`config.mk`:
```
export PLATFORM = sky130hd
export DESIGN_NAME = dlfloat_sign_pipe
export DESIGN_NICKNAME = d
export VERILOG_FILES = /design/src/rtl/dlfloat_pkg.sv /design/src/rtl/dlfloat_sign_lane.sv /design/src/rtl/dlfloat_sign_pipe.sv
export SDC_FILE = /design/constraint.sdc
export NUM_CORES = 1
export LEC_CHECK = 0
export ABC_AREA = 1
export CELL_PAD_IN_SITES_DETAIL_PLACEMENT = 0
export CELL_PAD_IN_SITES_GLOBAL_PLACEMENT = 1
export CORE_ASPECT_RATIO = 0.75
export CORE_MARGIN = 1
export CORE_UTILIZATION = 39
export DETAILED_ROUTE_END_ITERATION = 12
export PLACE_DENSITY = 0.95
export SETUP_SLACK_MARGIN = 0.1
export SLEW_MARGIN = 25
export SYNTH_ARGS = -nofsm -noshare
export SYNTH_HDL_FRONTEND = slang
export SYNTH_SLANG_ARGS = --single-unit
```
`constraint.sdc`:
```
create_clock -name clk -period 5.3 [get_ports clk]
set_input_delay 1.06 -clock clk [delete_from_list [all_inputs] [get_ports clk]]
set_output_delay 1.06 -clock clk [all_outputs]
set_load 0.01 [all_outputs]
```
`src/rtl/dlfloat_pkg.sv`:
```
// Shared constants for the DLFloat sign-manipulation unit.
//   - op codes carried on the 3-bit sel bus
//   - default lane geometry (1 sign, 6 exponent, 9 mantissa bits)
//   - default unit-select code
//   - bit positions inside the 5-bit {NV,DZ,OF,UF,NX} exception vector
package dlfloat_pkg;

  localparam int EXP_W_DEF = 6;
  localparam int MAN_W_DEF = 9;

  localparam logic [3:0] UNIT_ID_DEF = 4'b0101;

  localparam logic [2:0] OP_NEG   = 3'd0;
  localparam logic [2:0] OP_SGNJ  = 3'd1;
  localparam logic [2:0] OP_SGNJN = 3'd2;
  localparam logic [2:0] OP_SGNJX = 3'd3;
  localparam logic [2:0] OP_ABS   = 3'd4;
  localparam logic [2:0] OP_MOV   = 3'd5;

  localparam int FLAG_W  = 5;
  localparam int FLAG_NV = 4;
  localparam int FLAG_DZ = 3;
  localparam int FLAG_OF = 2;
  localparam int FLAG_UF = 1;
  localparam int FLAG_NX = 0;

endpackage

```
`src/rtl/dlfloat_sign_lane.sv`:
```
// Single DLFloat lane: combinational sign-injection / negate / abs / move
// plus invalid-operation detection.
//   sel : op code (dlfloat_pkg OP_*), 110/111 reserved
//   a   : first operand  (sign + exponent + mantissa)
//   b   : second operand
//   res : lane result (zero for reserved op codes)
//   nv  : invalid flag -- reserved op, or an operand actually read by the op
//         has the all-ones exponent/mantissa pattern
module dlfloat_sign_lane
  import dlfloat_pkg::*;
#(
  parameter int EXP_W = EXP_W_DEF,
  parameter int MAN_W = MAN_W_DEF
) (
  input  logic [2:0]           sel,
  input  logic [EXP_W+MAN_W:0] a,
  input  logic [EXP_W+MAN_W:0] b,
  output logic [EXP_W+MAN_W:0] res,
  output logic                 nv
);

  localparam int W = 1 + EXP_W + MAN_W;

  logic             sign_a;
  logic             sign_b;
  logic [W-2:0]     mag_a;
  logic [W-2:0]     mag_b;
  logic             nan_a;
  logic             nan_b;
  logic             reads_b;
  logic             rsvd;

  assign sign_a = a[W-1];
  assign sign_b = b[W-1];
  assign mag_a  = a[W-2:0];
  assign mag_b  = b[W-2:0];
  assign nan_a  = &mag_a;
  assign nan_b  = &mag_b;

  // The sign-injection ops consume both operands (sign of a, magnitude of b),
  // so a NaN pattern on either one raises NV; the single-operand ops ignore b.
  always_comb begin
    res     = '0;
    reads_b = 1'b0;
    rsvd    = 1'b0;
    case (sel)
      OP_NEG:   res = {~sign_a, mag_a};
      OP_SGNJ:  begin res = {sign_a, mag_b};          reads_b = 1'b1; end
      OP_SGNJN: begin res = {~sign_a, mag_b};         reads_b = 1'b1; end
      OP_SGNJX: begin res = {sign_a ^ sign_b, mag_b}; reads_b = 1'b1; end
      OP_ABS:   res = {1'b0, mag_a};
      OP_MOV:   res = a;
      default:  rsvd = 1'b1;
    endcase
  end

  assign nv = rsvd | nan_a | (reads_b & nan_b);

endmodule

```
`src/rtl/dlfloat_sign_pipe.sv`:
```
// Two-stage DLFloat sign-manipulation unit with valid/ready handshakes.
//   clk, rst_n  : clock, asynchronous active-low reset (clears valids only)
//   in_valid    : request beat present
//   in_ready    : unit can take a beat (depends only on pipeline state and
//                 out_ready, never on the input side)
//   ena         : unit select, a beat is taken only when ena == UNIT_ID;
//                 other beats are dropped without stalling
//   sel         : op code shared by all lanes
//   in1, in2    : LANES packed operands, lane k at [k*W +: W]
//   out_valid   : result beat present
//   out_ready   : downstream accepts the result
//   out         : LANES packed results, zero whenever out_valid is low
//   exceptions  : {NV,DZ,OF,UF,NX}, NV ORed across lanes, zero when idle
module dlfloat_sign_pipe
  import dlfloat_pkg::*;
#(
  parameter int         EXP_W   = EXP_W_DEF,
  parameter int         MAN_W   = MAN_W_DEF,
  parameter int         LANES   = 1,
  parameter logic [3:0] UNIT_ID = UNIT_ID_DEF
) (
  input  logic                           clk,
  input  logic                           rst_n,
  input  logic                           in_valid,
  output logic                           in_ready,
  input  logic [3:0]                     ena,
  input  logic [2:0]                     sel,
  input  logic [LANES*(1+EXP_W+MAN_W)-1:0] in1,
  input  logic [LANES*(1+EXP_W+MAN_W)-1:0] in2,
  output logic                           out_valid,
  input  logic                           out_ready,
  output logic [LANES*(1+EXP_W+MAN_W)-1:0] out,
  output logic [FLAG_W-1:0]              exceptions
);

  localparam int W     = 1 + EXP_W + MAN_W;
  localparam int BUS_W = LANES * W;

  logic              vld_p1;
  logic              vld_p2;
  logic [2:0]        sel_p1;
  logic [BUS_W-1:0]  in1_p1;
  logic [BUS_W-1:0]  in2_p1;
  logic [BUS_W-1:0]  res_p2;
  logic [FLAG_W-1:0] exc_p2;

  logic              adv_p2;
  logic              accept;
  logic [BUS_W-1:0]  res_c;
  logic [LANES-1:0]  nv_c;
  logic [FLAG_W-1:0] exc_c;

  // S2 can take new data when empty or draining; S1 frees whenever S2 can take it.
  assign adv_p2   = !vld_p2 || out_ready;
  assign in_ready = !vld_p1 || adv_p2;
  assign accept   = in_valid && in_ready && (ena == UNIT_ID);

  // ---- stage boundary p1: operand / op-code capture ----
  always_ff @(posedge clk or negedge rst_n) begin
    if (!rst_n) begin
      vld_p1 <= 1'b0;
      vld_p2 <= 1'b0;
    end else begin
      if (in_ready) vld_p1 <= accept;
      if (adv_p2)   vld_p2 <= vld_p1;
    end
  end

  always_ff @(posedge clk) begin
    if (accept) begin
      sel_p1 <= sel;
      in1_p1 <= in1;
      in2_p1 <= in2;
    end
  end

  for (genvar k = 0; k < LANES; k++) begin : g_lane
    dlfloat_sign_lane #(
      .EXP_W (EXP_W),
      .MAN_W (MAN_W)
    ) u_lane (
      .sel (sel_p1),
      .a   (in1_p1[k*W +: W]),
      .b   (in2_p1[k*W +: W]),
      .res (res_c[k*W +: W]),
      .nv  (nv_c[k])
    );
  end

  always_comb begin
    exc_c          = '0;
    exc_c[FLAG_NV] = |nv_c;
  end

  // ---- stage boundary p2: result / flag capture ----
  always_ff @(posedge clk) begin
    if (adv_p2 && vld_p1) begin
      res_p2 <= res_c;
      exc_p2 <= exc_c;
    end
  end

  assign out_valid  = vld_p2;
  assign out        = vld_p2 ? res_p2 : '0;
  assign exceptions = vld_p2 ? exc_p2 : '0;

endmodule
```
==> results.sh, run 1 <==
export IMPL_yosysWarnings=0
export IMPL_synth_common_cells="nand2_1, edfxtp_1, inv_1"
export IMPL_wl_met1_um=1910
export IMPL_synth_ff_type="edfxtp_1"
export IMPL_post_dp_cell_area_sq_mm=0.00292
export IMPL_grt_overflow=0
export IMPL_nNetsFinal=306
export IMPL_r2r_start="out_valid$_DFFE_PN0P_"
export IMPL_clkPwrFrac=0.281
export IMPL_syn2layout_area_growth_pct=33.3
export IMPL_cts_root_buf="clkbuf_8"
export IMPL_ys_seq_area_frac=0.717
export IMPL_min_delay_start="vld_p1$_DFFE_PN0N_"
export IMPL_yosys_cell_types_count=19
export IMPL_clk_latency_ps=290
export IMPL_num_vias=1413
export IMPL_grt_pass1_wl_um=5980
export IMPL_power_switching_uw=136
export IMPL_powerDensity_mw_per_mm2=244
export IMPL_core_area_sq_mm=0.00544
export IMPL_synth_most_common_cell="nand2_1"
export IMPL_ys_async_sr_fraction=0.0370
export IMPL_wl_met3_um=223
export IMPL_postRouteAntennaNets=0
export IMPL_ys_ff_latch=54
export IMPL_cp_required_ps=4240
export IMPL_yosys_area_share_simple=0.190
export IMPL_antenna_found_initial=0
export IMPL_setup_violations_final=0
export IMPL_fmax_ghz=0.297
export IMPL_switching_share=0.186
export IMPL_end_kind="output pin"
export IMPL_synth_largest_area_cell="edfxtp_1"
export IMPL_clock_sinks=54
export IMPL_p_int_uw=594
export IMPL_hp_class="reg2reg"
export IMPL_fin_tns_setup_ps=0
export IMPL_leakage_nw=1.25
export IMPL_avgViaCountPerCell=4.17
export IMPL_drive_gt1_frac=0.0492
export IMPL_cts_resized=0
export IMPL_numCtsBuffers=5
export IMPL_peakVddDrop_mv=0.131
export IMPL_crit_fanout=2
export IMPL_grt_pass1_vias=1300
export IMPL_first_pass_iters=4
export IMPL_wl_per_cell_um=11.1
export IMPL_start_kind="primary input"
export IMPL_r2r_cells=4
export IMPL_whs_endpoint="out_valid$_DFFE_PN0P_"
export IMPL_io_buffer_count=61
export IMPL_synth_top_area_share=0.694
export IMPL_synth_compound_area_frac=0.0128
export IMPL_status="completed"
export IMPL_sequentialPowerShare=0.650
export IMPL_synth_adder_area_share=0
export IMPL_power_share_combinational=0.069
export IMPL_grt_max_degree=36
export IMPL_syn_inst=199
export IMPL_hpwlAfterDp_um=2870
export IMPL_grt_total_usage=0.137
export IMPL_ff2ff_setup_slack_ps=3600
export IMPL_maxCapViolations=0
export IMPL_fillers=446
export IMPL_synth_top_family_by_area="simple AND/OR/NAND/NOR gates"
export IMPL_drt_iter0_drc=67
export IMPL_highest_layer="met4"
export IMPL_routed_wl_um=3750
export IMPL_met2_length_um=1520
export IMPL_h_tree_depth=2
export IMPL_n_antenna_cell=0
export IMPL_cts_tree="built"
export IMPL_hold_viol_final=0
export IMPL_globalplace_congestion=0.754
export IMPL_rsz0062_at_grt="no"
export IMPL_clk_path_buf_depth=2
export IMPL_worstMarginPinSlew_ps=545
export IMPL_ios=66
export IMPL_fin_skew_ps=4.38
export IMPL_r2r_end="in1_p1[5]$_DFFE_PP_"
export IMPL_synth_area_sq_mm=0.00225
export IMPL_post_cts_setup_buffer_count=0
export IMPL_critical_path_class="in2out"
export IMPL_syn_avg_cell_area_sq_um=11.3
export IMPL_cts_hold_buf=0
export IMPL_synth_area_mux_share=0
export IMPL_dieArea_sq_mm=0.00608
export IMPL_clk_pin_slew_ps=80
export IMPL_design_area_sq_mm=0.00300
export IMPL_synthTopCellsByArea="edfxtp_1, nand2_1, inv_1"
export IMPL_start_util=0.413
export IMPL_fp_dieH_um=67.8
export IMPL_num_rows=23
export IMPL_synth_edf_count=52
export IMPL_period_share=0.635
export IMPL_die_width_um=89.7
export IMPL_min_path_cells=2
export IMPL_synth_xor_area_frac=0.00390
export IMPL_drv_slew=0
export IMPL_period_needed_ps=3360
export IMPL_relSlewSlack=0.636
export IMPL_arrival_ps=2300
export IMPL_drc=0
-- metrics by stage --
| step | setup WS, ps | total power, mW | util | hold WS [ps] | cells |
|---|---|---|---|---|---|
| 4_1_cts | 1920 | 0.736 | 0.551 | 474 | 339 |
| 3_5_place_dp | 1920 | 0.535 | 0.536 | 455 | 331 |
| 5_1_grt | 1800 | 0.760 | 0.551 | 504 | 339 |
| 2_1_floorplan | 2120 | 0.498 | - | 433 | 202 |
| 3_3_place_gp | 1930 | 0.534 | 0.536 | 440 | 331 |
| 6_report | 1940 | 0.730 | 0.551 | 471 | 339 |
-- layer usage --
layer,GRT usage,vias up
met3,0.0416,12
met2,0.190,52
li1,-,760
met1,0.196,589
met4,0.0615,0
met5,0,-
-- placed cells by master, fill, tap and decap left out, types with 2 or more instances in the layout --
cell type | Yosys | final
buf_4 | 5 | 2
clkbuf_8 | 0 | 5
clkdlybuf4s50_1 | 0 | 61
clkinv_1 | 0 | 3
conb_1 | 1 | 4
dfrtp_1 | 2 | 2
edfxtp_1 | 52 | 52
inv_1 | 26 | 26
inv_2 | 2 | 2
nand2_1 | 68 | 68
nand3_1 | 19 | 19
nor2_1 | 12 | 11
-- cells by family (layout without fill, tap and decap cells) --
logic type | after synthesis | in the layout
flops | 54 | 54
simple gates | 103 | 103
xor+xnor | 1 | 1
buf+inv | 37 | 99
other cells | 1 | 4
compound gates | 3 | 3
-- worst max path at each step --
stage,slack (ps),cells past startpoint,end,start
after CTS,1920,6,in_ready,out_ready
after global routing,1800,6,in_ready,out_ready
after detailed placement,1920,6,in_ready,out_ready
final,1940,6,in_ready,out_ready
after global placement,1930,6,in_ready,out_ready
after floorplan,2120,4,in1_p1[0]$_DFFE_PP_,ena[2]
-- critical path: stages --
cell and delay [ps]:
clkdlybuf4s50_1 390, inv_1 70, nand2_1 60, nor2_1 180
inv_1 70, clkdlybuf4s50_1 480
-- cell type report --
type                       count  area, sq um  share of cell area
sequential                    54         1610               0.538
timing repair buffer          63          626               0.209
multi-input combinational    111          482               0.161
inverter                      28          105              0.0351
tap                           75         93.8              0.0313
clock buffer                   5         68.8              0.0230
clock inverter                 3         11.3             0.00376
-- registers in the layout (all words and copies together) (netlist names) --
signal	cells
sel_p1	3
in2_p1	16
out_valid	1
vld_p1	1
exc_p2	1
res_p2	16
in1_p1	16
-- power groups by stage --
| stage | combinational, mW | sequential [mW] | clock, mW |
|---|---|---|---|
| 3_3_place_gp | 0.0499 | 0.484 | 0 |
| 6_report | 0.0502 | 0.475 | 0.205 |
| 2_1_floorplan | 0.0154 | 0.483 | 0 |
| 5_1_grt | 0.0552 | 0.475 | 0.229 |
| 3_5_place_dp | 0.0507 | 0.485 | 0 |
| 4_1_cts | 0.0507 | 0.475 | 0.211 |
(Power assumes the default switching activity.)
==> run 2, diff against run 1 <==
--- a/config.mk
+++ b/config.mk
@@ -10,9 +10,9 @@
 export CELL_PAD_IN_SITES_GLOBAL_PLACEMENT = 1
 export CORE_ASPECT_RATIO = 0.75
 export CORE_MARGIN = 1
-export CORE_UTILIZATION = 39
+export CORE_UTILIZATION = 36
 export DETAILED_ROUTE_END_ITERATION = 12
-export PLACE_DENSITY = 0.95
+export PLACE_DENSITY = 0.9
 export SETUP_SLACK_MARGIN = 0.1
 export SLEW_MARGIN = 25
 export SYNTH_ARGS = -nofsm -noshare
==> constraint.sdc (replaced) <==
create_clock -name clk -period 3.4 [get_ports clk]
set_input_delay 0.68 -clock clk [delete_from_list [all_inputs] [get_ports clk]]
set_output_delay 0.68 -clock clk [all_outputs]
set_load 0.01 [all_outputs]
==> run 2 against run 1 <==
Compared with the run above:
- non-clock buffer count stayed put
- register-to-register slack worse by 1900 ps
- sequential power is 56% higher
- core utilization is 4.4 points lower
- clock power is 59% higher
- design area is 0.17% higher
- setup slack worse by 1200 ps
- combinational power is 57% higher
- power is 57% higher
- sequential cell count stayed put
- via count is 3.3% higher
- wire length is 4.6% higher
- critical endpoint unchanged
- highest routed layer unchanged
==> results.sh, run 2 (synthesis results as in run 1) <==
export IMPL_grtUsageMet1=0.177
export IMPL_rsz0062_at_grt="no"
export IMPL_crit_fanout=2
export IMPL_leakage_nw=1.26
export IMPL_fillers=528
export IMPL_cp_required_ps=2720
export IMPL_hold_viol_final=0
export IMPL_most_common_layout_cells="nand2_1, clkdlybuf4s50_1, edfxtp_1, inv_1, nand3_1"
export IMPL_cts_resized=0
export IMPL_postRouteAntennaNets=0
export IMPL_clk_path_buf_depth=2
export IMPL_whs_endpoint="out_valid$_DFFE_PN0P_"
export IMPL_cts_tree="built"
export IMPL_grtUsageMet2=0.189
export IMPL_globalplace_congestion=0.749
export IMPL_num_rows=24
export IMPL_grt_total_usage=0.130
export IMPL_start_util=0.380
export IMPL_hp_class="reg2reg"
export IMPL_numCtsBuffers=5
export IMPL_grt_use_met3=0.0381
export IMPL_worst_slack_ps=752
export IMPL_die_width_um=93.3
export IMPL_worst_path_buf_inv=4
export IMPL_fp_dieH_um=70.4
export IMPL_core_area_sq_mm=0.00592
export IMPL_period_needed_ps=2650
export IMPL_crit_family="buffers and inverters"
export IMPL_start_kind="primary input"
export IMPL_drive_gt1_frac=0.0530
export IMPL_syn2layout_area_growth_pct=33.6
export IMPL_fmax_ghz=0.378
export IMPL_fin_skew_ps=10.9
export IMPL_grt_max_degree=36
export IMPL_finalHoldWorstSlack_ps=464
export IMPL_grt_overflow=0
export IMPL_r2r_end="in1_p1[11]$_DFFE_PP_"
export IMPL_antenna_found_initial=0
export IMPL_min_path_cells=2
export IMPL_peakVddDrop_mv=0.171
export IMPL_period_share=0.779
export IMPL_h_tree_depth=2
export IMPL_nNetsFinal=306
export IMPL_cp_slowest_stage_delay_ps=490
export IMPL_clock_sinks=54
export IMPL_design_area_sq_mm=0.00300
export IMPL_setup_violations_final=0
export IMPL_grt_busiest_layer="met2"
export IMPL_worstMarginPinSlew_ps=552
export IMPL_post_dp_cell_area_sq_mm=0.00292
export IMPL_ios=66
export IMPL_min_delay_start="vld_p1$_DFFE_PN0N_"
export IMPL_arrival_ps=1970
export IMPL_first_pass_iters=4
export IMPL_cts_root_buf="clkbuf_8"
export IMPL_final_common_cell="nand2_1"
export IMPL_avgViaCountPerCell=4.27
export IMPL_r2r_start="out_valid$_DFFE_PN0P_"
export IMPL_slowest_stage="clkdlybuf4s50_1"
export IMPL_status="completed"
export IMPL_n_antenna_cell=0
export IMPL_dieArea_sq_mm=0.00657
export IMPL_drv_slew=0
export IMPL_ff2ff_setup_slack_ps=1710
export IMPL_end_kind="output pin"
export IMPL_top_regs="in1_p1 (16), in2_p1 (16), res_p2 (16)"
export IMPL_critical_path_class="in2out"
export IMPL_hpwlAfterDp_um=3060
export IMPL_post_cts_setup_buffer_count=0
export IMPL_drc=0
export IMPL_cts_hold_buf=0
export IMPL_clk_pin_slew_ps=80
export IMPL_dp_slack_ps=753
export IMPL_crit_chain="clkdlybuf4s50_1, inv_1, nand2_1, nor2_1, inv_1, clkdlybuf4s50_1"
export IMPL_fin_tns_setup_ps=0
export IMPL_clk_latency_ps=300
export IMPL_r2r_cells=4
export IMPL_grt_pass1_wl_um=6330
export IMPL_wl_per_cell_um=11.5
export IMPL_grt_pass1_vias=1386
export IMPL_drt_iter0_drc=62
export IMPL_relSlewSlack=0.632
export IMPL_routed_wl_um=3920
export IMPL_io_buffer_count=61
export IMPL_powerDensity_mw_per_mm2=381
export IMPL_num_vias=1459
export IMPL_maxCapViolations=0
-- run 2: cell types whose count changed in the layout (fill, tap and decap cells not counted) --
cell	delta
clkinv_2	+1
clkinv_1	-2
clkbuf_1	+1
-- run 2: worst max path at each step --
stage	startpoint	to	slack, ps	depth (start not counted)
detailed placement	out_ready	in_ready	750	6
finish	out_ready	in_ready	750	6
CTS	out_ready	in_ready	740	6
floorplan	ena[2]	in1_p1[0]$_DFFE_PP_	600	4
global placement	out_ready	in_ready	790	6
global route	out_valid$_DFFE_PN0P_	in_ready	640	4
-- run 2: tightest hold or removal path: stages (launching register included) --
cell and delay, ps:
dfrtp_1 320, inv_1 50, nand2_1 60
-- run 2: per-layer routing --
layer  up-vias  share of wire
met1       639           0.49
met4         0          0.018
met2        52           0.43
met5         -              0
li1        761              -
met3         7          0.059
-- run 2: final cells by class --
class / instances / area [sq um] / share of cell area
Sequential cell: 54 / 1610 / 0.537
Timing Repair Buffer: 63 / 626 / 0.208
Multi-Input combinational cell: 111 / 482 / 0.160
Inverter: 28 / 105 / 0.0350
Tap cell: 78 / 97.6 / 0.0325
Clock buffer: 6 / 72.6 / 0.0242
Clock inverter: 2 / 8.76 / 0.00292
-- run 2: metrics by stage --
stage	util	instances	power (mW)
6_report	0.508	342	1.14
4_1_cts	0.508	342	1.16
3_5_place_dp	0.494	334	0.835
5_1_grt	0.508	342	1.19
3_3_place_gp	0.494	334	0.834
2_1_floorplan	-	202	0.777
-- run 2: power breakdown --
part           switching [mW]  internal, mW  total (mW)
clock network           0.184         0.142       0.325
logic                  0.0244        0.0544      0.0788
registers             0.00545         0.735       0.740
==> run 3, diff against run 2 <==
--- a/config.mk
+++ b/config.mk
@@ -10,9 +10,9 @@
 export CELL_PAD_IN_SITES_GLOBAL_PLACEMENT = 1
 export CORE_ASPECT_RATIO = 0.75
 export CORE_MARGIN = 1
-export CORE_UTILIZATION = 36
+export CORE_UTILIZATION = 32
 export DETAILED_ROUTE_END_ITERATION = 12
-export PLACE_DENSITY = 0.9
+export PLACE_DENSITY = 0.85
 export SETUP_SLACK_MARGIN = 0.1
 export SLEW_MARGIN = 25
 export SYNTH_ARGS = -nofsm -noshare
==> constraint.sdc (replaced) <==
create_clock -name clk -period 2.4 [get_ports clk]
set_input_delay 0.48 -clock clk [delete_from_list [all_inputs] [get_ports clk]]
set_output_delay 0.48 -clock clk [all_outputs]
set_load 0.01 [all_outputs]
==> run 3 against run 2 <==
Compared with the run above:
- clock-buffer cell count increased by 2
- via count shrank 3.1%
- combinational power grew 42%
- design area increased by 1.2%
- global-route usage down 1.9 points
- sequential power is 42% higher
- die area is 12% higher
- sequential cell count unchanged
- hold slack got worse by 120 ps
- power is 44% higher
- clock power rose by 50%
==> results.sh, run 3 (synthesis results as in run 1) <==
export IMPL_drive_gt1_frac=0.0606
export IMPL_period_needed_ps=2190
export IMPL_grt_max_degree=36
export IMPL_fillers=638
export IMPL_design_area_sq_mm=0.00304
export IMPL_drv_slew=0
export IMPL_fin_skew_ps=8.40
export IMPL_post_cts_setup_buffer_count=0
export IMPL_maxCapViolations=0
export IMPL_hpwlAfterDp_um=2990
export IMPL_start_util=0.331
export IMPL_h_tree_depth=2
export IMPL_critical_path_class="in2out"
export IMPL_n_antenna_cell=0
export IMPL_clk_path_buf_depth=2
export IMPL_fin_tns_setup_ps=0
export IMPL_period_share=0.912
export IMPL_finalHoldWorstSlack_ps=343
export IMPL_wl_per_cell_um=10.7
export IMPL_powerDensity_mw_per_mm2=542
export IMPL_drt_iter0_drc=41
export IMPL_fmax_ghz=0.457
export IMPL_end_kind="output pin"
export IMPL_core_area_sq_mm=0.00680
export IMPL_arrival_ps=1710
export IMPL_setup_violations_final=0
export IMPL_dieArea_sq_mm=0.00737
export IMPL_multi_input_area_sq_um=484
export IMPL_dp_cells=340
export IMPL_final_common_cell="nand2_1"
export IMPL_most_common_layout_cells="nand2_1, clkdlybuf4s50_1, edfxtp_1, inv_1, nand3_1"
export IMPL_top_regs="in1_p1 (16), in2_p1 (16), res_p2 (16)"
export IMPL_die_width_um=98.8
export IMPL_grt_pass1_vias=1439
export IMPL_drc=0
export IMPL_cts_tree="built"
export IMPL_io_buffer_count=61
export IMPL_start_kind="primary input"
export IMPL_final_cell_count_no_fill=348
export IMPL_hp_class="in2async"
export IMPL_status="completed"
export IMPL_fp_dieH_um=74.6
export IMPL_worst_slack_ps=211
export IMPL_crit_fanout=2
export IMPL_clk_latency_ps=300
export IMPL_grt_overflow=0
export IMPL_globalplace_congestion=0.749
export IMPL_peakVddDrop_mv=0.162
export IMPL_num_vias=1414
export IMPL_num_rows=26
export IMPL_cp_required_ps=1920
export IMPL_postRouteAntennaNets=0
export IMPL_nNetsFinal=306
export IMPL_rsz0062_at_grt="no"
export IMPL_cts_resized=1
export IMPL_regArea_sq_mm=0.00162
export IMPL_syn2layout_area_growth_pct=35.1
export IMPL_leakage_nw=1.26
export IMPL_clock_sinks=54
export IMPL_dp_slack_ps=189
export IMPL_ios=66
export IMPL_antenna_found_initial=0
export IMPL_clk_pin_slew_ps=80
export IMPL_hold_viol_final=0
export IMPL_first_pass_iters=4
export IMPL_post_dp_cell_area_sq_mm=0.00294
export IMPL_cts_root_buf="clkbuf_8"
export IMPL_grt_pass1_wl_um=6240
export IMPL_cts_hold_buf=0
export IMPL_total_power_mw=1.65
export IMPL_avgViaCountPerCell=4.06
export IMPL_numCtsBuffers=5
export IMPL_grt_total_usage=0.111
export IMPL_utilization=0.447
export IMPL_routed_wl_um=3730
## run 3: final timing paths
path	slack, ps	from	depth (start not counted)	end
setup reg to reg	960	out_valid$_DFFE_PN0P_	4	in2_p1[10]$_DFFE_PP_
setup / recovery	210	out_ready	6	in_ready
min in group clk	490	vld_p1$_DFFE_PN0N_	2	out_valid$_DFFE_PN0P_
max in group asynchronous	1920	rst_n	1	out_valid$_DFFE_PN0P_
hold reg to reg	490	vld_p1$_DFFE_PN0N_	2	out_valid$_DFFE_PN0P_
hold / removal	340	rst_n	1	out_valid$_DFFE_PN0P_
## run 3: routing by layer
layer / GRT usage / routed length [um]
met5: 0 / 0
met4: 0.0597 / 91
met3: 0.0216 / 202
met2: 0.186 / 1590
met1: 0.140 / 1840
## run 3: area by class of cell
cell class	count	share of cell area
Sequential cell	54	0.532
Multi-Input combinational cell	111	0.159
Inverter	28	0.0346
Timing Repair Buffer	63	0.210
Clock buffer	8	0.0297
Tap cell	84	0.0346
## run 3: where the power goes
group / leakage, nW / internal, mW / switching [mW]
registers: 0.497 / 1.04 / 0.00753
clock network: 0.0455 / 0.235 / 0.252
logic: 0.718 / 0.0777 / 0.0344
## run 3: critical path, cell delays in order
cell	delay, ps
clkdlybuf4s50_1	460
inv_1	50
nand2_1	80
nor2_2	50
inv_1	70
clkdlybuf4s50_1	530
==> variant: new RTL, settings of run 2 <==
Change the package constant `MAN_W_DEF` from 9 to 18.
--- a/src/rtl/dlfloat_pkg.sv
+++ b/src/rtl/dlfloat_pkg.sv
@@ -8,3 +8,3 @@
   localparam int EXP_W_DEF = 6;
-  localparam int MAN_W_DEF = 9;
+  localparam int MAN_W_DEF = 18;
 
Interface: changed (resized in1, in2 and out); port bits go from 66 to 93. No check against the original RTL was run, so the function may have changed too.
==> variant against run 2 <==
Die area increased by 51%. Worst setup slack got worse by 0.11 ns. Clock power increased to 3.0 times the old value. Clock skew decreased by 0.0074 ns. Design area increased by 57%. Register-to-register slack got worse by 0.28 ns. Sequential share of layout area decreased by 2.4 points. Routed wire length increased by 73%. Power increased by 93%. Area after synthesis increased by 53%. Sequential cell count increased by 27. Non-clock buffer count increased by 28. First-iteration DRC count increased by 52%. Critical path type unchanged. Highest routed layer unchanged.
==> variant: results (changes against run 2) <==
| Metric | Value |
|---|---|
| Wire length of the first global-routing pass | 10,400 microns (+64%) |
| VDD IR max | 282 uV (+64%) |
| R2r worst-path depth | 4 (unchanged) |
| Arrival time reported for the critical path endpoint | 2.08 ns (+0.11 ns) |
| Ys Warns | 0 (unchanged) |
| Per-cell via count in the routed design | 4.39 (+3.0%) |
| Fraction of synthesis flops using an asynchronous set or reset pin | 0.0247 (-0.0123) |
| Filler Cells Inserted | 816 (+55%) |
| Clock transition time at the flip-flop clock pins of the worst setup and hold paths | 0.05 ns (-0.03 ns) |
| Cell Area, Placed | 4430 sq um (+51%) |
| Sequential cell area fraction in the yosys report | 0.706 (-0.0110) |
| Weighted congestion at the end of routability-driven global placement | 0.792 (+5.8%) |
| Register-to-register setup slack | 1.43 ns (-0.28 ns) |
| Clock Root Buffer | sky130_fd_sc_hd__clkbuf_16 |
| Starting DRC count in detailed routing | 94 (+52%) |
| Complex-gate fraction of the synthesized area | 0.0656 (+0.0528) |
| Number of port buffers | 88 (+44%) |
| Final net count | 439 (+43%) |
| EDFF count, synth | 79 (+52%) |
| Static power due to leakage | 1.89 nW (+51%) |
| TritonCTS buffer count | 9 (+4) |
| Biggest regs | in1_p1 (25), in2_p1 (25), res_p2 (25) |
| Post-Synth XOR/XNOR Area | 0.00255 (-0.00134) |
| Detailed Route WL | 6770 microns (+73%) |
| Result of the run | finished clean |
| First-pass iteration count of the detailed router | 4 (unchanged) |
| Top cell types by occurrence after synthesis | sky130_fd_sc_hd__edfxtp_1, sky130_fd_sc_hd__nand2_1, sky130_fd_sc_hd__inv_1 |
| Pin count of the biggest net entering global routing | 33 (-8.3%) |
| Max Clock Skew | 0.00346 ns (-0.00741 ns) |
| Maximum level of the CTS H-tree | 3 (+1) |
| Distinct cell type count of the synthesized netlist | 23 (+4) |
| DPL Wire Length | 4870 microns (+59%) |
| Launch point of the critical path | out_ready |
| Net switching power of the design | 397 uW (+86%) |
| Relative slew slack | 0.363 (-0.269) |
| GRT met3 Usage | 0.0497 (+0.0115) |
| Grt met2 use | 0.242 (+0.0537) |
| Number of global-route vias before repair | 2,201 (+59%) |
| Adder and majority gate portion of the synthesized area | 0 (unchanged) |
| Global routing met1 resource utilization | 0.178 (+0.000316) |
| Share of post-route cells with drive strength above 1 | 0.115 (+0.0625) |
| Gr usage total | 0.145 (+0.0157) |
| Top cells by area, synth | sky130_fd_sc_hd__edfxtp_1, sky130_fd_sc_hd__nand2_1, sky130_fd_sc_hd__inv_1 |
| Clock latency on the worst-skew pair | 0.33 ns (+0.03 ns) |
| Worst R2R End | in2_p1[15] |
-- variant: worst max-delay path, stage by stage --
cell and delay (ns):
sky130_fd_sc_hd__clkdlybuf4s50_1 0.40, sky130_fd_sc_hd__inv_1 0.09, sky130_fd_sc_hd__nand2_1 0.07, sky130_fd_sc_hd__nor2_1 0.24, sky130_fd_sc_hd__inv_1 0.11, sky130_fd_sc_hd__clkdlybuf4s50_1 0.49
-- variant: cells by family after synthesis --
kind of cell	count (synthesis)
AO/OA/AOI/OAI	27
XOR/XNOR	1
buffers and inverters	70
flip-flops	81
other	1
AND/OR/NAND/NOR	106
-- variant: power groups by stage --
stage	Sequential, mW	Clock [mW]	Combinational [mW]
2_1_floorplan	1.13	0	0.0346
3_3_place_gp	1.13	0	0.119
3_5_place_dp	1.13	0	0.121
4_1_cts	1.11	0.997	0.122
5_1_grt	1.11	1.03	0.130
6_report	1.11	0.978	0.120
-- variant: how the worst max path moves through the flow --
| stage | to | slack, ns | cells after the start |
|---|---|---|---|
| 4_1_cts | in_ready | 0.66 | 6 |
| 3_5_place_dp | in_ready | 0.66 | 6 |
| 5_1_grt | in_ready | 0.55 | 6 |
| 6_report | in_ready | 0.64 | 6 |
| 3_3_place_gp | in_ready | 0.69 | 6 |
| 2_1_floorplan | in1_p1[0] | 0.70 | 4 |
-- variant: stage by stage --
step / hold slack [ns] / total power [mW] / std cells / util / worst slack [ns]
after floorplan: 0.384 / 1.17 / 289 / - / 0.697
after global placement: 0.460 / 1.25 / 495 / 0.483 / 0.693
after detailed placement: 0.470 / 1.25 / 495 / 0.483 / 0.663
after CTS: 0.485 / 2.23 / 509 / 0.516 / 0.657
after global routing: 0.505 / 2.27 / 509 / 0.516 / 0.545
final: 0.478 / 2.21 / 509 / 0.516 / 0.644
-- variant: per-layer routing --
| metal | vias up | part of all wire |
|---|---|---|
| li1 | 1111 | - |
| met1 | 1039 | 0.43 |
| met2 | 76 | 0.49 |
| met3 | 10 | 0.067 |
| met4 | 0 | 0.012 |
| met5 | - | 0 |
-- variant: area by class of cell --
class / count / share of cell area
clock buffers: 9 / 0.0477
repair buffers: 91 / 0.194
inverters: 57 / 0.0453
flip-flops and latches: 81 / 0.513
well taps: 128 / 0.0339
multi-input cells: 138 / 0.151
clock inverters: 5 / 0.0154
